<file path="config.mk">
export PLATFORM = sky130hd
export DESIGN_NAME = alu_cmd_sequencer
export DESIGN_NICKNAME = d
export VERILOG_FILES = /design/src/rtl/alu_cmd_sequencer.sv
export SDC_FILE = /design/constraint.sdc
export NUM_CORES = 1
export LEC_CHECK = 0
export CAP_MARGIN = 0
export CORE_ASPECT_RATIO = 1.5
export CORE_MARGIN = 1.5
export CORE_UTILIZATION = 35
export CTS_BUF_LIST = sky130_fd_sc_hd__clkbuf_8 sky130_fd_sc_hd__clkbuf_16
export DETAILED_ROUTE_END_ITERATION = 7
export PLACE_DENSITY = 0.69
export RECOVER_POWER = 100
export SYNTH_ARGS = -nofsm -noshare
export SYNTH_HDL_FRONTEND = slang
export SYNTH_SLANG_ARGS = --single-unit
</file>
<file path="constraint.sdc">
create_clock -name clk -period 3.84 [get_ports clk]
set_input_delay 1.152 -clock clk [delete_from_list [all_inputs] [get_ports clk]]
set_output_delay 1.152 -clock clk [all_outputs]
set_load 0.05 [all_outputs]
</file>
<file path="src/rtl/alu_cmd_sequencer.sv">
// Two-requester round-robin command sequencer that owns the regfile/ALU datapath controls.
// Each accepted instruction is decoded, held for a settle period, then written in one cycle.
module alu_cmd_sequencer #(
  parameter int unsigned SETTLE_CYCLES = 1,
  parameter logic [7:0]  NOP_OP        = 8'h00,
  parameter logic [7:0]  CMP_OP        = 8'h0B,
  parameter logic [7:0]  CMPI_OP       = 8'hB0
) (
  input  logic        clk,
  input  logic        rst,
  input  logic        req0_valid,
  input  logic [15:0] req0_inst,
  output logic        req0_ready,
  input  logic        req1_valid,
  input  logic [15:0] req1_inst,
  output logic        req1_ready,
  output logic [15:0] regEn,
  output logic [3:0]  muxA,
  output logic [3:0]  muxB,
  output logic        muxBimm,
  output logic [7:0]  Opcode,
  output logic [7:0]  imm,
  output logic        flagEn,
  output logic        busy,
  output logic        done,
  output logic        done_id
);

  localparam int unsigned CntLastInt = (SETTLE_CYCLES > 0) ? SETTLE_CYCLES - 1 : 0;
  localparam logic [3:0]  CntLast    = 4'(CntLastInt);

  typedef enum logic [1:0] {StIdle, StSettle, StWrite} state_e;

  state_e      state_q, state_d;
  logic [3:0]  cnt_q, cnt_d;
  logic [15:0] inst_q, inst_d;
  logic        owner_q, owner_d;
  logic        last_grant_q, last_grant_d;

  logic        grant0, grant1, accept;
  logic [3:0]  op;
  logic [7:0]  dec_opcode;
  logic        no_write;

  // Round-robin: on contention the requester that did not win last time is granted.
  always_comb begin
    grant0 = req0_valid && (!req1_valid || last_grant_q);
    grant1 = req1_valid && (!req0_valid || !last_grant_q);
    accept = (state_q == StIdle) && (grant0 || grant1);
  end

  always_ff @(posedge clk) begin
    if (rst) begin
      state_q      <= StIdle;
      cnt_q        <= 4'd0;
      inst_q       <= 16'h0000;
      owner_q      <= 1'b0;
      last_grant_q <= 1'b1;
    end else begin
      state_q      <= state_d;
      cnt_q        <= cnt_d;
      inst_q       <= inst_d;
      owner_q      <= owner_d;
      last_grant_q <= last_grant_d;
    end
  end

  always_comb begin
    state_d      = state_q;
    cnt_d        = cnt_q;
    inst_d       = inst_q;
    owner_d      = owner_q;
    last_grant_d = last_grant_q;
    unique case (state_q)
      StIdle: begin
        if (accept) begin
          inst_d       = grant1 ? req1_inst : req0_inst;
          owner_d      = grant1;
          last_grant_d = grant1;
          cnt_d        = 4'd0;
          state_d      = (SETTLE_CYCLES == 0) ? StWrite : StSettle;
        end
      end
      StSettle: begin
        if (cnt_q == CntLast) begin
          state_d = StWrite;
        end else begin
          cnt_d = cnt_q + 4'd1;
        end
      end
      StWrite: state_d = StIdle;
      default: state_d = StIdle;
    endcase
  end

  always_comb begin
    op         = inst_q[15:12];
    dec_opcode = (op == 4'b0000) ? {4'b0000, inst_q[7:4]} : {op, 4'b0000};
    no_write   = (dec_opcode == NOP_OP) || (dec_opcode == CMP_OP) || (dec_opcode == CMPI_OP);
  end

  // Reset overrides everything so no write or flag pulse escapes during the rst cycle.
  always_comb begin
    regEn      = 16'h0000;
    muxA       = 4'h0;
    muxB       = 4'h0;
    muxBimm    = 1'b0;
    Opcode     = NOP_OP;
    imm        = 8'h00;
    flagEn     = 1'b0;
    done       = 1'b0;
    done_id    = 1'b0;
    busy       = !rst && (state_q != StIdle);
    req0_ready = !rst && (state_q == StIdle) && grant0;
    req1_ready = !rst && (state_q == StIdle) && grant1;
    if (!rst && (state_q != StIdle)) begin
      Opcode = dec_opcode;
      muxA   = inst_q[11:8];
      if (op == 4'b0000) begin
        muxB = inst_q[3:0];
      end else begin
        muxBimm = 1'b1;
        imm     = inst_q[7:0];
      end
      if (state_q == StWrite) begin
        regEn   = no_write ? 16'h0000 : (16'h0001 << inst_q[11:8]);
        flagEn  = (dec_opcode != NOP_OP);
        done    = 1'b1;
        done_id = owner_q;
      end
    end
  end

endmodule

</file>
Word-level counts from Yosys, hierarchy flattened
Cells that the tools add are included.
W data, S select, Z words.
- register bits: 24
- input bits: 36
- output and inout port bits: 47
- add/sub/neg operators: 1
- equality and inequality tests: 7
- shift operators: 1
- mux-type cells: 25
- reduce and logical (&&, ||, !) cells: 26
- operator list (kind ; number):
    $mux W16 ; 4
    $mux W8 ; 4
    $mux W4 ; 5
    $shl A1 B4 Y16 const A ; 1
    $eq A8 B4 Y1 const B ; 1
    $eq A8 B8 Y1 const B ; 1
    $logic_not A4 Y1 ; 2
    $logic_not A8 Y1 ; 1
    $mux W1 ; 8
    $pmux W4 S2 ; 1
    $reduce_bool A8 Y1 ; 1
    $logic_and A1 B1 Y1 ; 7
    $ne A2 B2 Y1 const B ; 3
    $logic_or A1 B1 Y1 ; 5
    $add A4 B1 Y4 const B ; 1
    $logic_not A1 Y1 ; 4
    $mux W2 ; 2
    $pmux W2 S2 ; 1
    $reduce_and A2 Y1 ; 2
    $reduce_bool A2 Y1 ; 2
    $reduce_and A3 Y1 ; 1
    $eq A2 B1 Y1 const B ; 1
    $eq A2 B2 Y1 const B ; 1
    $logic_not A2 Y1 ; 1

Logic depth before layout (Yosys ltp)
Gate-level depths: netlist (run 1).
- word-level depth: 8
- gate-level depth with buffers: 5
- mapped depth without buffers: 5

Worst setup path after synthesis (run 1)
OpenSTA, ideal clock, no wires.
- path kind: input to output
- from: input port rst
- to: output port regEn[10]
- arrival: 3.954 ns
- data required time: 2.688 ns
- slack: -1.266 ns
- stages on the path: 4
- buffers on the path: 1
- cells stage by stage: nor3b_2 -> nand2_1 -> buf_2 -> nor4_1
- longest elaborated chain between the ends: 3
- ends and longest elaborated chain (element ; RTL line ; text):
    start, declared ; 10 ; input logic rst,
    $logic_not A1 Y1 ; 116 ; if (!rst && (state_q != StIdle)) begin
    $logic_and A1 B1 Y1 ; 116 ;
    $mux W16 ; 116 ;
    end, declared ; 17 ; output logic [15:0] regEn,
No other way between the ends.

Final worst setup path (run 1)
- from: input port rst
- to: output port imm[4]
- longest elaborated chain between the ends: 3
- ends and longest elaborated chain (element ; RTL line ; text):
    $logic_not A1 Y1 ; 116 ;
    $logic_and A1 B1 Y1 ; 116 ;
    $mux W8 ; 116 ;
    end, declared ; 22 ; output logic [7:0] imm,
No other way between the ends.

==> summary.txt, run 1 <==
=======================================================================================
Result of the run ........................................................ finished with violations
Failing checks ........................................................... design-rule violations
Port Buf Inserts .........................................................           82
Share of layout cells above drive strength 1 .............................        29.0%
Total routing resource utilization after global routing ..................        22.9%
First-pass DRT Iterations ................................................            6
Number of violations reported at the end of detailed-routing iteration 0 .           54
Tcrit/Tclk final .........................................................        95.9%
Startpoint of the tightest hold check path ...............................      owner_q
Detailed-route DRC error count ...........................................            7
Routed wire per std cell .................................................      15.7 um
Placeable core region .................................................... 0.00428 mm^2
DP Area .................................................................. 0.00317 mm^2
Number of buffers added to fix hold violations after cts .................            0
Worst Setup Slack post-DPL ...............................................      -311 ps
Fin. Hold Viols ..........................................................            0
Remaining antenna violation count ........................................            0
Number of antenna violations at the first check in global routing ........            0
Cell taking the most area after synthesis ................................ sky130_fd_sc_hd__dfxtp_1
Site Rows ................................................................           29
Clk Tree Root Cell ....................................................... sky130_fd_sc_hd__clkbuf_8
Start of the worst register-to-register path .............................   state_q[0]
Max Root-Sink Buffers ....................................................            2
Antenna diode count ......................................................            0
Largest net degree at the start of global routing ........................           20
Total negative slack .....................................................         0 ps
Max-Cap Viols ............................................................            0
Most used cells in the layout excluding fill and tap cells ............... sky130_fd_sc_hd__nand2_1, sky130_fd_sc_hd__clkdlybuf4s50_1, sky130_fd_sc_hd__buf_12
Clock slew at reported path FFs ..........................................        80 ps
Number of buffers created by CTS .........................................            3
First-pass GRT wire length ...............................................      9030 um
Via/cell ratio ...........................................................         5.51
Crit Path Class ..........................................................    in -> out
Final setup violation count ..............................................            0
Slew Limit Fails .........................................................            0
Capture point of the worst reg-to-reg path ...............................    inst_q[3]
Die Height ...............................................................      85.5 um
Post-synth cell types ....................................................           39
Summed instance area of the synthesized netlist .......................... 0.00159 mm^2
Clk sink count ...........................................................           24
Clock network latency to the later pin of the worst-skew pair ............       270 ps
Share of the core filled with cells in the final layout ..................        68.1%
Tightest Hold Check Type .................................................   reg -> reg
R2R setup slack ..........................................................      1770 ps
Overall die area ......................................................... 0.00496 mm^2
Setup repair after global routing missed its margin ......................        false
Final Worst Setup Slack ..................................................       157 ps
Die span in x ............................................................      58.0 um
IR drop worst, VDD .......................................................     0.229 mV
Post-Synthesis Mean Instance Area ........................................    7.35 um^2
Initial core utilization .................................................        37.1%
Final Instance Area ...................................................... 0.00292 mm^2
Most common cell after layout, fill and taps aside ....................... sky130_fd_sc_hd__nand2_1
Main area contributors after synthesis ................................... sky130_fd_sc_hd__dfxtp_1, sky130_fd_sc_hd__nand2_1, sky130_fd_sc_hd__a311oi_1
Maximum frequency from static timing analysis ............................      272 MHz
Worst-Margin Slew ........................................................      1270 ps
Instance count along the most critical hold path .........................            2
I/O pin count ............................................................           83
Power density normalized to cell area ....................................  267 mW/mm^2
Setup clock skew after layout ............................................      2.16 ps
Final HPWL from detailed placement .......................................      4170 um
Via count of the first global-routing pass ...............................         1886
Peak fanout along the critical path ......................................           18
GRT Residual Overflow ....................................................            0
Crit path arrival time ...................................................      2530 ps
Hold Slack ...............................................................       495 ps
Startpoint types .........................................................   input port
Post-Synthesis Net Count .................................................          254
Synthesized flop and latch total .........................................           24
Area added between synthesis and finish ..................................        83.6%
Gp weighted congestion ...................................................        0.797
Vias .....................................................................         1906
Post-route minimum period ................................................      3680 ps
Required @ worst endpoint ................................................      2690 ps
H-tree lvl count .........................................................            1
Cell count after synthesis ...............................................          216
Worst Reg2Reg Path Length in Cells .......................................            3
Normalized max-slew margin ...............................................        15.4%
Net count, final .........................................................          339
Share of synthesized area occupied by flip-flops and latches .............        30.3%
Synth top area share .....................................................        30.3%
Count of synthesis-stage warnings from yosys .............................            0
Critical path endpoint category ..........................................  output port
Hold Path Sink ...........................................................      owner_q
Clock tree from TritonCTS ................................................          yes
Leakage power ............................................................   0.00110 uW
Wire length after detailed routing .......................................      5420 um
=======================================================================================
==> cell usage after synthesis, drive strengths merged <==
cell type	instances
a211oi	3
a21bo	1
a21boi	1
a21oi	19
a22oi	1
a311oi	16
and2	18
and3	8
buf	7
clkbuf	9
dfxtp	24
ha	2
inv	7
nand2	43
nand2b	1
nand3	4
nand3b	1
nand4b	1
nor2	7
nor2b	6
nor3	11
nor3b	2
nor4	6
nor4b	3
o21ai	5
o221ai	2
o31a	1
or2	2
or3	2
or3b	1
or4	2
==> metal layers <==
metal  track usage [%]  wire length, um
met5                 0                0
met4              9.09              109
met3              1.66              296
met2              41.8             2950
met1              27.0             2060
==> cells by family (layout without fill, tap and decap cells) <==
logic type               Yosys count  count (layout)  share of synthesized area (%)
AND/OR/NAND/NOR                  118             119                           39.6
adder cells (fa/ha/maj)            2               2                           1.58
AO/OA/AOI/OAI                     49              49                           22.1
buffers and inverters             23             106                           6.46
flip-flops                        24              24                           30.3
==> per-stage QoR <==
stage                     instances  power [uW]
after detailed placement        336         640
after floorplan                 216         507
after global routing            346         812
final                           346         777
after CTS                       346         810
after global placement          336         635
==> flip-flops by register name, summed over array words and instances (netlist names) <==
name,cells
cnt_q,4
inst_q,16
last_grant_q,1
owner_q,1
state_q,2
==> layout make-up <==
class	instances	area, um^2
Clock buffer	4	55.1
Fill cell	342	1370
Inverter	7	26.3
Multi-Input combinational cell	170	1190
Sequential cell	24	480
Tap cell	46	57.6
Timing Repair Buffer	95	1110
==> worst max path at each step <==
stage          from         to  cells past startpoint
6_report        rst     imm[4]                      4
3_5_place_dp    rst     imm[4]                      4
5_1_grt         rst     imm[4]                      4
4_1_cts         rst     imm[4]                      4
2_1_floorplan   rst  regEn[14]                      4
3_3_place_gp    rst     imm[4]                      4
==> critical path, stage by stage <==
cell                            delay [ps]
sky130_fd_sc_hd__dlygate4sd2_1         300
sky130_fd_sc_hd__nor2_2                520
sky130_fd_sc_hd__and3_1                270
sky130_fd_sc_hd__clkbuf_2              280
==> where the power goes <==
part	switching (uW)	total [uW]	internal, uW
sequential	27.8	301	273
combinational	183	304	121
clock	80.4	172	91.6
==> timing repair <==
item / in CTS / in global routing
buffers inserted: 5 / 0
setup endpoints to repair: 31 / 0
resized for setup: 3 / 0
Note: power is estimated with default switching activity, not from simulation.
==> run 2: changes to the inputs <==
--- a/config.mk
+++ b/config.mk
@@ -10,6 +10,7 @@
 export CORE_MARGIN = 1.5
 export CORE_UTILIZATION = 35
 export CTS_BUF_LIST = sky130_fd_sc_hd__clkbuf_8 sky130_fd_sc_hd__clkbuf_16
+export CTS_CLUSTER_DIAMETER = 200
 export DETAILED_ROUTE_END_ITERATION = 7
 export PLACE_DENSITY = 0.69
 export RECOVER_POWER = 100
==> results of run 2 <==
The final DEF is identical to that of run 1; final timing and power are the same.
==> run 3: changes to the inputs <==
==> constraint.sdc (replaced) <==
create_clock -name clk -period 4 [get_ports clk]
set_input_delay 1.2 -clock clk [delete_from_list [all_inputs] [get_ports clk]]
set_output_delay 1.2 -clock clk [all_outputs]
set_load 0.05 [all_outputs]
==> run 3 against run 2 <==
The run still ends with design-rule violations left. Critical endpoint is now req0_ready. Largest cell class is now non-clock buffers. Highest routed layer unchanged. Sequential share of layout area decreased by 0.78 points. Worst hold slack gained 1.5 ps. Global-route usage about the same. Design area is 5.0% higher.
==> summary.txt, run 3 (same netlist as run 1, synthesis figures left out) <==
=======================================================================================
Kind of cell with the highest combined delay on the critical path ........ buffers and inverters
Total routing resource utilization after global routing ..................        22.9%   +0.047 points
Number of antenna violations at the first check in global routing ........            0   unchanged
Normalized max-slew margin ...............................................        13.1%   -2.2 points
Cell with the biggest individual delay on the critical path .............. sky130_fd_sc_hd__dlygate4sd3_1
Max Root-Sink Buffers ....................................................            2   unchanged
Crit path cell chain ..................................................... dlygate4sd3_1, o21ai_0, nor3_1, clkbuf_1
Placeable core region .................................................... 0.00428 mm^2   unchanged
Gp weighted congestion ...................................................        0.782   -1.8%
Power density normalized to cell area ....................................  248 mW/mm^2   -6.9%
Vias .....................................................................         1916   +0.52%
Detailed-route DRC error count ...........................................            7   unchanged
Max-Cap Viols ............................................................            0   unchanged
Worst-Margin Slew ........................................................      1300 ps   +33.4 ps
Clock tree from TritonCTS ................................................          yes
Filler Cell Count ........................................................          342   unchanged
Number of buffers created by CTS .........................................            3   unchanged
CP max stage delay .......................................................       610 ps   +90 ps
GRT Residual Overflow ....................................................            0   unchanged
Setup repair after global routing missed its margin ......................        false
Crit Path Class ..........................................................    in -> out
Site Rows ................................................................           29   unchanged
Share of the core filled with cells in the final layout ..................        71.5%   +3.4 points
Die span in x ............................................................      58.0 um   unchanged
Slew Limit Fails .........................................................            0   unchanged
DP Area .................................................................. 0.00315 mm^2   -0.40%
Final HPWL from detailed placement .......................................      4200 um   +0.69%
Via/cell ratio ...........................................................         5.60   +1.7%
R2R setup slack ..........................................................      1930 ps   +160 ps
Clock slew at reported path FFs ..........................................        90 ps   about the same
Clock network latency to the later pin of the worst-skew pair ............       270 ps   about the same
Clk Tree Root Cell ....................................................... sky130_fd_sc_hd__clkbuf_8
H-tree lvl count .........................................................            1   unchanged
Final Instance Area ...................................................... 0.00306 mm^2   +5.0%
Result of the run ........................................................ finished with violations
Start of the worst register-to-register path .............................   state_q[1]
Register with the most flip-flops ........................................       inst_q
Most used cells in the layout excluding fill and tap cells ............... sky130_fd_sc_hd__nand2_1, sky130_fd_sc_hd__buf_12, sky130_fd_sc_hd__clkdlybuf4s50_1
Share of layout cells above drive strength 1 .............................        28.0%   -0.96 points
Net count, final .........................................................          335   -1.2%
Largest net degree at the start of global routing ........................           25   +25%
Leakage power ............................................................   0.00114 uW   +3.8%
Critical path endpoint category ..........................................  output port
Number of violations reported at the end of detailed-routing iteration 0 .           78   +44%
IR drop worst, VDD .......................................................     0.335 mV   +46%
I/O pin count ............................................................           83   unchanged
Peak fanout along the critical path ......................................            5   -13
Startpoint types .........................................................   input port
Required @ worst endpoint ................................................      2800 ps   +110 ps
Antenna diode count ......................................................            0   unchanged
Power, Total .............................................................       759 uW   -2.3%
Setup clock skew after layout ............................................      1.90 ps   -0.257 ps
Crit. Startpoint .........................................................   req0_valid
Worst Reg2Reg Path Length in Cells .......................................            3   unchanged
Tightest Hold Check Type .................................................   reg -> reg
Tcrit/Tclk final .........................................................        93.7%
Capture point of the worst reg-to-reg path ...............................    inst_q[5]
Crit path arrival time ...................................................      2550 ps   +20 ps
Via count of the first global-routing pass ...............................         1862   -1.3%
Die Height ...............................................................      85.5 um   unchanged
Worst path depth .........................................................            4   unchanged
Port Buf Inserts .........................................................           82   unchanged
Critical path endpoint ...................................................   req0_ready
Hold Slack ...............................................................       496 ps   +1.50 ps
Leading registers by flop count .......................................... inst_q (16), cnt_q (4), state_q (2)
Wire length after detailed routing .......................................      5480 um   +1.1%
Remaining antenna violation count ........................................            0   unchanged
Post-route minimum period ................................................      3750 ps
Routed wire per std cell .................................................      16.0 um   +2.3%
Overall die area ......................................................... 0.00496 mm^2   unchanged
Final setup violation count ..............................................            0   unchanged
Initial core utilization .................................................        37.1%   unchanged
First-pass GRT wire length ...............................................      8990 um   -0.39%
Most common cell after layout, fill and taps aside ....................... sky130_fd_sc_hd__nand2_1
Failing checks ........................................................... design-rule violations
Maximum frequency from static timing analysis ............................      267 MHz
Fin. Hold Viols ..........................................................            0   unchanged
Area added between synthesis and finish ..................................        92.8%
Clk sink count ...........................................................           24   unchanged
First-pass DRT Iterations ................................................            8   +2
Sum of buffers and inverters on the critical path ........................            2   unchanged
Flip-flop count of the largest register, all copies and words added ......           16   unchanged
=======================================================================================
-- run 3: cell types whose count changed in the layout (fill, tap and decap cells not counted), moves of 2 or more --
cell	previous run	this run
sky130_fd_sc_hd__buf_12	29	41
sky130_fd_sc_hd__buf_4	11	8
sky130_fd_sc_hd__clkbuf_1	3	1
sky130_fd_sc_hd__clkbuf_2	17	6
-- run 3: worst min-delay path: cells and delay by family, from the launching register on --
kind	cells	cell delay (ps)
DFF	1	320
AOI/OAI and AO/OA	2	130
-- run 3: cell type report --
cell class                 count  area [um^2]  area share, %
tap                           46         57.6           1.88
clock buffer                   4         55.1           1.80
timing repair buffer          91         1270           41.4
sequential                    24          480           15.7
multi-input combinational    170         1170           38.3
inverter                       7         26.3          0.859
-- run 3: worst min path at each step --
stage | startpoint | endpoint | slack, ps | cells past startpoint
2_1_floorplan | owner_q | owner_q | 450 | 2
3_3_place_gp | owner_q | owner_q | 470 | 2
3_5_place_dp | owner_q | owner_q | 480 | 2
4_1_cts | owner_q | owner_q | 500 | 2
5_1_grt | owner_q | owner_q | 530 | 2
6_report | owner_q | owner_q | 500 | 2
-- run 3: through the flow --
stage                     TNS (ps)  setup slack (ps)  cells
after floorplan               -194              -128    216
after global placement       -2940              -197    335
after detailed placement     -3310              -218    335
after CTS                        0              57.5    342
after global routing             0               156    342
final                            0               251    342
-- run 3: power by group --
group / leakage, uW / internal [uW] / switching, uW / total [uW]
combinational: 0.000910 / 126 / 175 / 302
clock: 0.0000288 / 88.1 / 80.7 / 169
sequential: 0.000198 / 262 / 26.6 / 289
total: 0.00114 / 477 / 283 / 759
-- run 3: repair_timing --
item | in CTS | in global routing
resized for setup | 2 | 1
gates cloned | 1 | 0
hold buffers | 0 | 0
pin swaps | 2 | 0
buffers inserted | 2 | 0
endpoints found under the setup margin | 23 | 26
-- run 3: routing by layer --
| layer | part of all wire (%) | up-vias | GRT usage (%) |
|---|---|---|---|
| met3 | 4.4 | 5 | 1.81 |
| met5 | 0 | - | 0 |
| met2 | 56 | 74 | 43.2 |
| li1 | - | 943 | - |
| met1 | 38 | 894 | 26.7 |
| met4 | 1.2 | 0 | 6.98 |
==> RTL change 1 (settings of run 1) <==
Reset style: asynchronous (`rst`), changed in one clocked block.
--- a/src/rtl/alu_cmd_sequencer.sv
+++ b/src/rtl/alu_cmd_sequencer.sv
@@ -49,7 +49,7 @@
     accept = (state_q == StIdle) && (grant0 || grant1);
   end
 
-  always_ff @(posedge clk) begin
+  always_ff @(posedge clk or posedge rst) begin
     if (rst) begin
       state_q      <= StIdle;
       cnt_q        <= 4'd0;
Check against the original RTL: no difference found for any inputs over 10 cycles, from zero or initial values and one cycle with rst high; that may be too few to reach the edited logic, so the function may still have changed.
==> RTL change 1 against run 1 <==
Maximum frequency down 1.4%; area after synthesis up 4.5%; worst setup slack worse by 0.051 ns; routed wire length down 13%; sequential cell count unchanged; cell area up 4.8%.
Power is not compared: it rests on default switching activity, and its combinational part moved more than twofold at a synthesized area within 25%.
==> RTL change 1: results (changes against run 1) <==
- Status: completed
- Worst-path fanout max: 8 (-10)
- Initial antenna violation count: 0 (unchanged)
- Synth warn: 0 (unchanged)
- DRT Pass-1 Iters: 4 (-2)
- Worst min path class: flip-flop to flip-flop
- Clk_lat worst skew: 0.27 ns (about the same)
- Vias in the first global route: 1675 (-11%)
- Final Power: 1710 uW
- Main flop type after synthesis: dfrtp_1
- Global-route wire length before repair: 8140 um (-9.9%)
- Peak per-stage delay on the critical path: 0.48 ns (-0.04 ns)
- Post-DP HPWL: 3870 um (-7.3%)
- Worst path top cell family by delay: buffers and inverters
- Filler cells: 347 (+1.5%)
- Iter 0 DRT Violations: 34 (-37%)
- Pleak: ~0.0012 uW
- Crit path DAT: 2.58 ns (+0.05 ns)
- Area after DPL: 0.00332 mm^2 (+4.8%)
- Post-place setup slack: 0.0529 ns (+0.364 ns)
- Post-CTS setup buffers: 0 (-5)
- Max Root-Sink Buffers: 2 (unchanged)
- Clock skew: 0.00417 ns (+0.00201 ns)
- Slew margin rel.: 0.401 (+0.247)
- Final Wtd Congestion: 0.840 (+5.4%)
- CTS resizes: 0 (-3)
- Worst VDD drop: 0.000340 V
- N_diodes: 0 (unchanged)
- Sequential fraction of the synthesis area: 0.363 (+0.0601)
- Slowest CP cell: clkdlybuf4s50_1
- Clock Tree Root: clkbuf_8
- Combinational power share: 0.618
- Port bufs: 82 (unchanged)
- Largest net degree at the start of global routing: 18 (-10%)
- WL per Instance: 14.5 um (-7.5%)
- Final Net Count: 299 (-12%)
- Leading post-synthesis cells by instance count: mux2_2 (32), dfrtp_1 (23), and3_1 (18)
- Worst-path clk slew: 0.08 ns (about the same)
- Layout cells sized above 1: 0.442 (+0.152)
- Depth of the CTS H-tree: 1 (unchanged)
- Post-synthesis cell type count: 40 (+2.6%)
- Area contributors post-synth: dfrtp_1 (35%), mux2_2 (22%), and3_1 (6.8%)
- Async SR Flop Fraction: 1.00 (+1.00)
- Final Max Slew Viols: 0 (unchanged)
- Total CTS buffers: 3 (unchanged)
- Regs by FF count: inst_q: 16 flops, cnt_q: 4 flops, state_q: 2 flops
- Via count: 1631 (-14%)
- Gr usage total: 0.203 (-0.0259)
- Mapped Nets: 208 (-18%)
- Switch share: 0.502
## RTL change 1: cell count changes in the layout (fill, tap and decap cells not counted), sizes merged, moves of 3 or more
cell / change
dfxtp: -24
nand2: -31
and3: +10
mux2: +32
clkbuf: -3
dfrtp: +23
and2: -9
a21oi: -18
mux2i: +3
a311oi: -16
## RTL change 1: cell families (layout without fill, tap and decap cells)
kind of cell    Yosys count  after routing  share of synthesized area
compound gates           14             14                     0.0656
fa+ha+maj                 2              2                     0.0151
buf+inv                  15            105                     0.0415
flops                    24             24                      0.363
mux                      35             35                      0.235
simple gates             80             80                      0.280
## RTL change 1: through the flow
step	hold WS, ns	utilization	instances
final	0.476	0.672	324
after global routing	0.501	0.672	324
after CTS	0.484	0.743	324
after detailed placement	0.473	0.731	320
after global placement	0.450	0.731	320
after floorplan	0.430	-	170
## RTL change 1: final timing paths
path	startpoint	to	slack (ns)	cells after the start
max	rst	Opcode[0]	0.11	6
max in group asynchronous	rst	last_grant_q	1.99	4
min	cnt_q[3]	cnt_q[3]	0.48	1
max reg2reg	state_q[0]	inst_q[0]	1.74	4
min reg2reg	cnt_q[3]	cnt_q[3]	0.48	1
min in group asynchronous	rst	state_q[0]	1.54	4
## RTL change 1: cell type report
type                            instances  share of cell area
Clock buffer                            4              0.0180
Inverter                                8             0.00983
Multi-Input combinational cell        131               0.390
Sequential cell                        24               0.197
Tap cell                               64              0.0262
Timing Repair Buffer                   93               0.359
## RTL change 1: metal layers
layer | routed length (um) | up-vias | track usage
li1 | - | 792 | -
met1 | 1830 | 776 | 0.240
met2 | 2570 | 53 | 0.373
met3 | 178 | 10 | 0.0238
met4 | 106 | 0 | 0.0579
met5 | 0 | - | 0
==> RTL change 2 (config.mk and constraints of run 1) <==
Made on the original files. The 3 states of `state_e` get a one-hot encoding in 3 bits.
--- a/src/rtl/alu_cmd_sequencer.sv
+++ b/src/rtl/alu_cmd_sequencer.sv
@@ -29,7 +29,7 @@
   localparam int unsigned CntLastInt = (SETTLE_CYCLES > 0) ? SETTLE_CYCLES - 1 : 0;
   localparam logic [3:0]  CntLast    = 4'(CntLastInt);
 
-  typedef enum logic [1:0] {StIdle, StSettle, StWrite} state_e;
+  typedef enum logic [2:0] {StIdle = 3'b001, StSettle = 3'b010, StWrite = 3'b100} state_e;
 
   state_e      state_q, state_d;
   logic [3:0]  cnt_q, cnt_d;
Function: no difference found for any inputs over 10 cycles, from zero or initial values and one cycle with rst high; not proved beyond that.
==> RTL change 2 against run 1 <==
Area after synthesis increased by 3.0%; clock skew is 0.0011 ns higher; count of clock-buffer cells in the layout decreased by 1; via count down 4.5%; routed wire length is 2.5% higher; total power increased by 12%; sequential cell count rose by 1; cell area up 11%; worst setup slack improved by 0.069 ns; register-to-register slack got worse by 0.12 ns.
==> RTL change 2: results (changes against run 1) <==
- Post-DP HPWL: 4500 um (+7.8%)
- Sequential fraction of the synthesis area: 0.306 (+0.00344)
- Slowest CP cell: dlymetal6s2s_1
- Crit path DAT: 2.46 ns (-0.07 ns)
- Vias per cell: 5.50 (-0.18%)
- Layout cells sized above 1: 0.307 (+0.0174)
- Post-CTS setup buffers: 1 (-4)
- Final Wtd Congestion: 0.802 (+0.64%)
- Area after DPL: 0.00331 mm^2 (+4.6%)
- Area contributors post-synth: dfxtp_1 (31%), mux2i_1 (9.8%), and2_1 (9.6%)
- DRT Pass-1 Iters: 4 (-2)
- Worst path top cell family by delay: buffers and inverters
- N_diodes: 0 (unchanged)
- Total CTS buffers: 3 (unchanged)
- Depth of the CTS H-tree: 1 (unchanged)
- FF+latch area: 500 um^2 (+4.2%)
- Clock power frac: 0.177 (-0.044)
- Peak per-stage delay on the critical path: 0.45 ns (-0.07 ns)
- Combinational power share: 0.452 (+0.061)
- Clock Tree Root: clkbuf_8
- Vias in the first global route: 1802 (-4.5%)
- Status: completed
- Hold Violations, Final: 0 (unchanged)
- Regs by FF count: inst_q: 16 flops, cnt_q: 4 flops, state_q: 3 flops
- Gr usage total: 0.222 (-0.00705)
- Worst-path fanout max: 11 (-7)
- Leading post-synthesis cells by instance count: and2_1 (25), dfxtp_1 (25), a21oi_1 (21)
- Post-synthesis cell type count: 40 (+2.6%)
- Post-place setup slack: -0.0447 ns (+0.266 ns)
- Maximum clock rate: 0.277 GHz (+1.9%)
- Worst VDD drop: 0.000241 V (+5.1%)
- R2R Setup Slk: 1.65 ns (-0.12 ns)
- Clock skew: 0.00326 ns (+0.00110 ns)
- Synth warn: 0 (unchanged)
- CTS resizes: 0 (-3)
- Max Root-Sink Buffers: 2 (unchanged)
- Cell-internal power: 531 uW (+9.3%)
- Pleak: 0.00115 uW (+4.9%)
- Clk_lat worst skew: 0.27 ns (about the same)
- Filler cells: 362 (+5.8%)
- Iter 0 DRT Violations: 35 (-35%)
- Final Net Count: 322 (-5.0%)
- Worst-path clk slew: 0.09 ns
- Slew @ Worst Pin: 1.29 ns (+0.0208 ns)
- # DRC: 0 (-7)
- Global-route wire length before repair: 8780 um (-2.8%)
- Main flop type after synthesis: dfxtp_1
- Mapped Nets: 232 (-8.7%)
- WL final: 5550 um (+2.5%)
RTL change 2: cell count changes in the layout (fill, tap and decap cells not counted), moves of 8 or more:
cell,change
buf_12,+15
a211oi_1,+14
nand2_1,-38
a311oi_1,-16
clkbuf_2,-15
mux2i_1,+16
and3_1,-8
RTL change 2: area by class of cell:
class / count / area share
sequential: 25 / 0.155
clock buffer: 3 / 0.0128
multi-input combinational: 150 / 0.386
inverter: 5 / 0.00582
tap: 48 / 0.0186
timing repair buffer: 99 / 0.421
clock inverter: 1 / 0.00116
RTL change 2: worst paths after layout:
check                           startpoint        end  cells after the start
worst max-delay path                   rst  regEn[11]                      6
worst max register to register  state_q[0]  inst_q[0]                      5
worst min register to register     owner_q    owner_q                      2
worst min-delay path               owner_q    owner_q                      2
RTL change 2: cells by family (layout without fill, tap and decap cells):
logic type               after synthesis  in the layout  synth area share
buffers and inverters                 19            108            0.0574
AND/OR/NAND/NOR                       82             82             0.325
multiplexers                          16             16            0.0979
adder cells (fa/ha/maj)                2              2            0.0153
flip-flops                            25             25             0.306
AO/OA/AOI/OAI                         50             50             0.198
RTL change 2: worst min-delay path, cell delays in order (launching register included):
cell     delay, ns
dfxtp_1       0.31
o21ai_0       0.07
a21oi_1       0.06
RTL change 2: stage by stage:
step / cells / total power (uW) / hold slack (ns)
2_1_floorplan: 194 / 580 / 0.449
3_3_place_gp: 326 / 738 / 0.458
3_5_place_dp: 326 / 749 / 0.485
4_1_cts: 331 / 901 / 0.498
5_1_grt: 331 / 917 / 0.521
6_report: 331 / 870 / 0.492
RTL change 2: layer usage:
metal / global-route usage / part of all wire
met3: 0.0224 / 0.035
met2: 0.439 / 0.58
met1: 0.233 / 0.37
met4: 0.0702 / 0.018
met5: 0 / 0
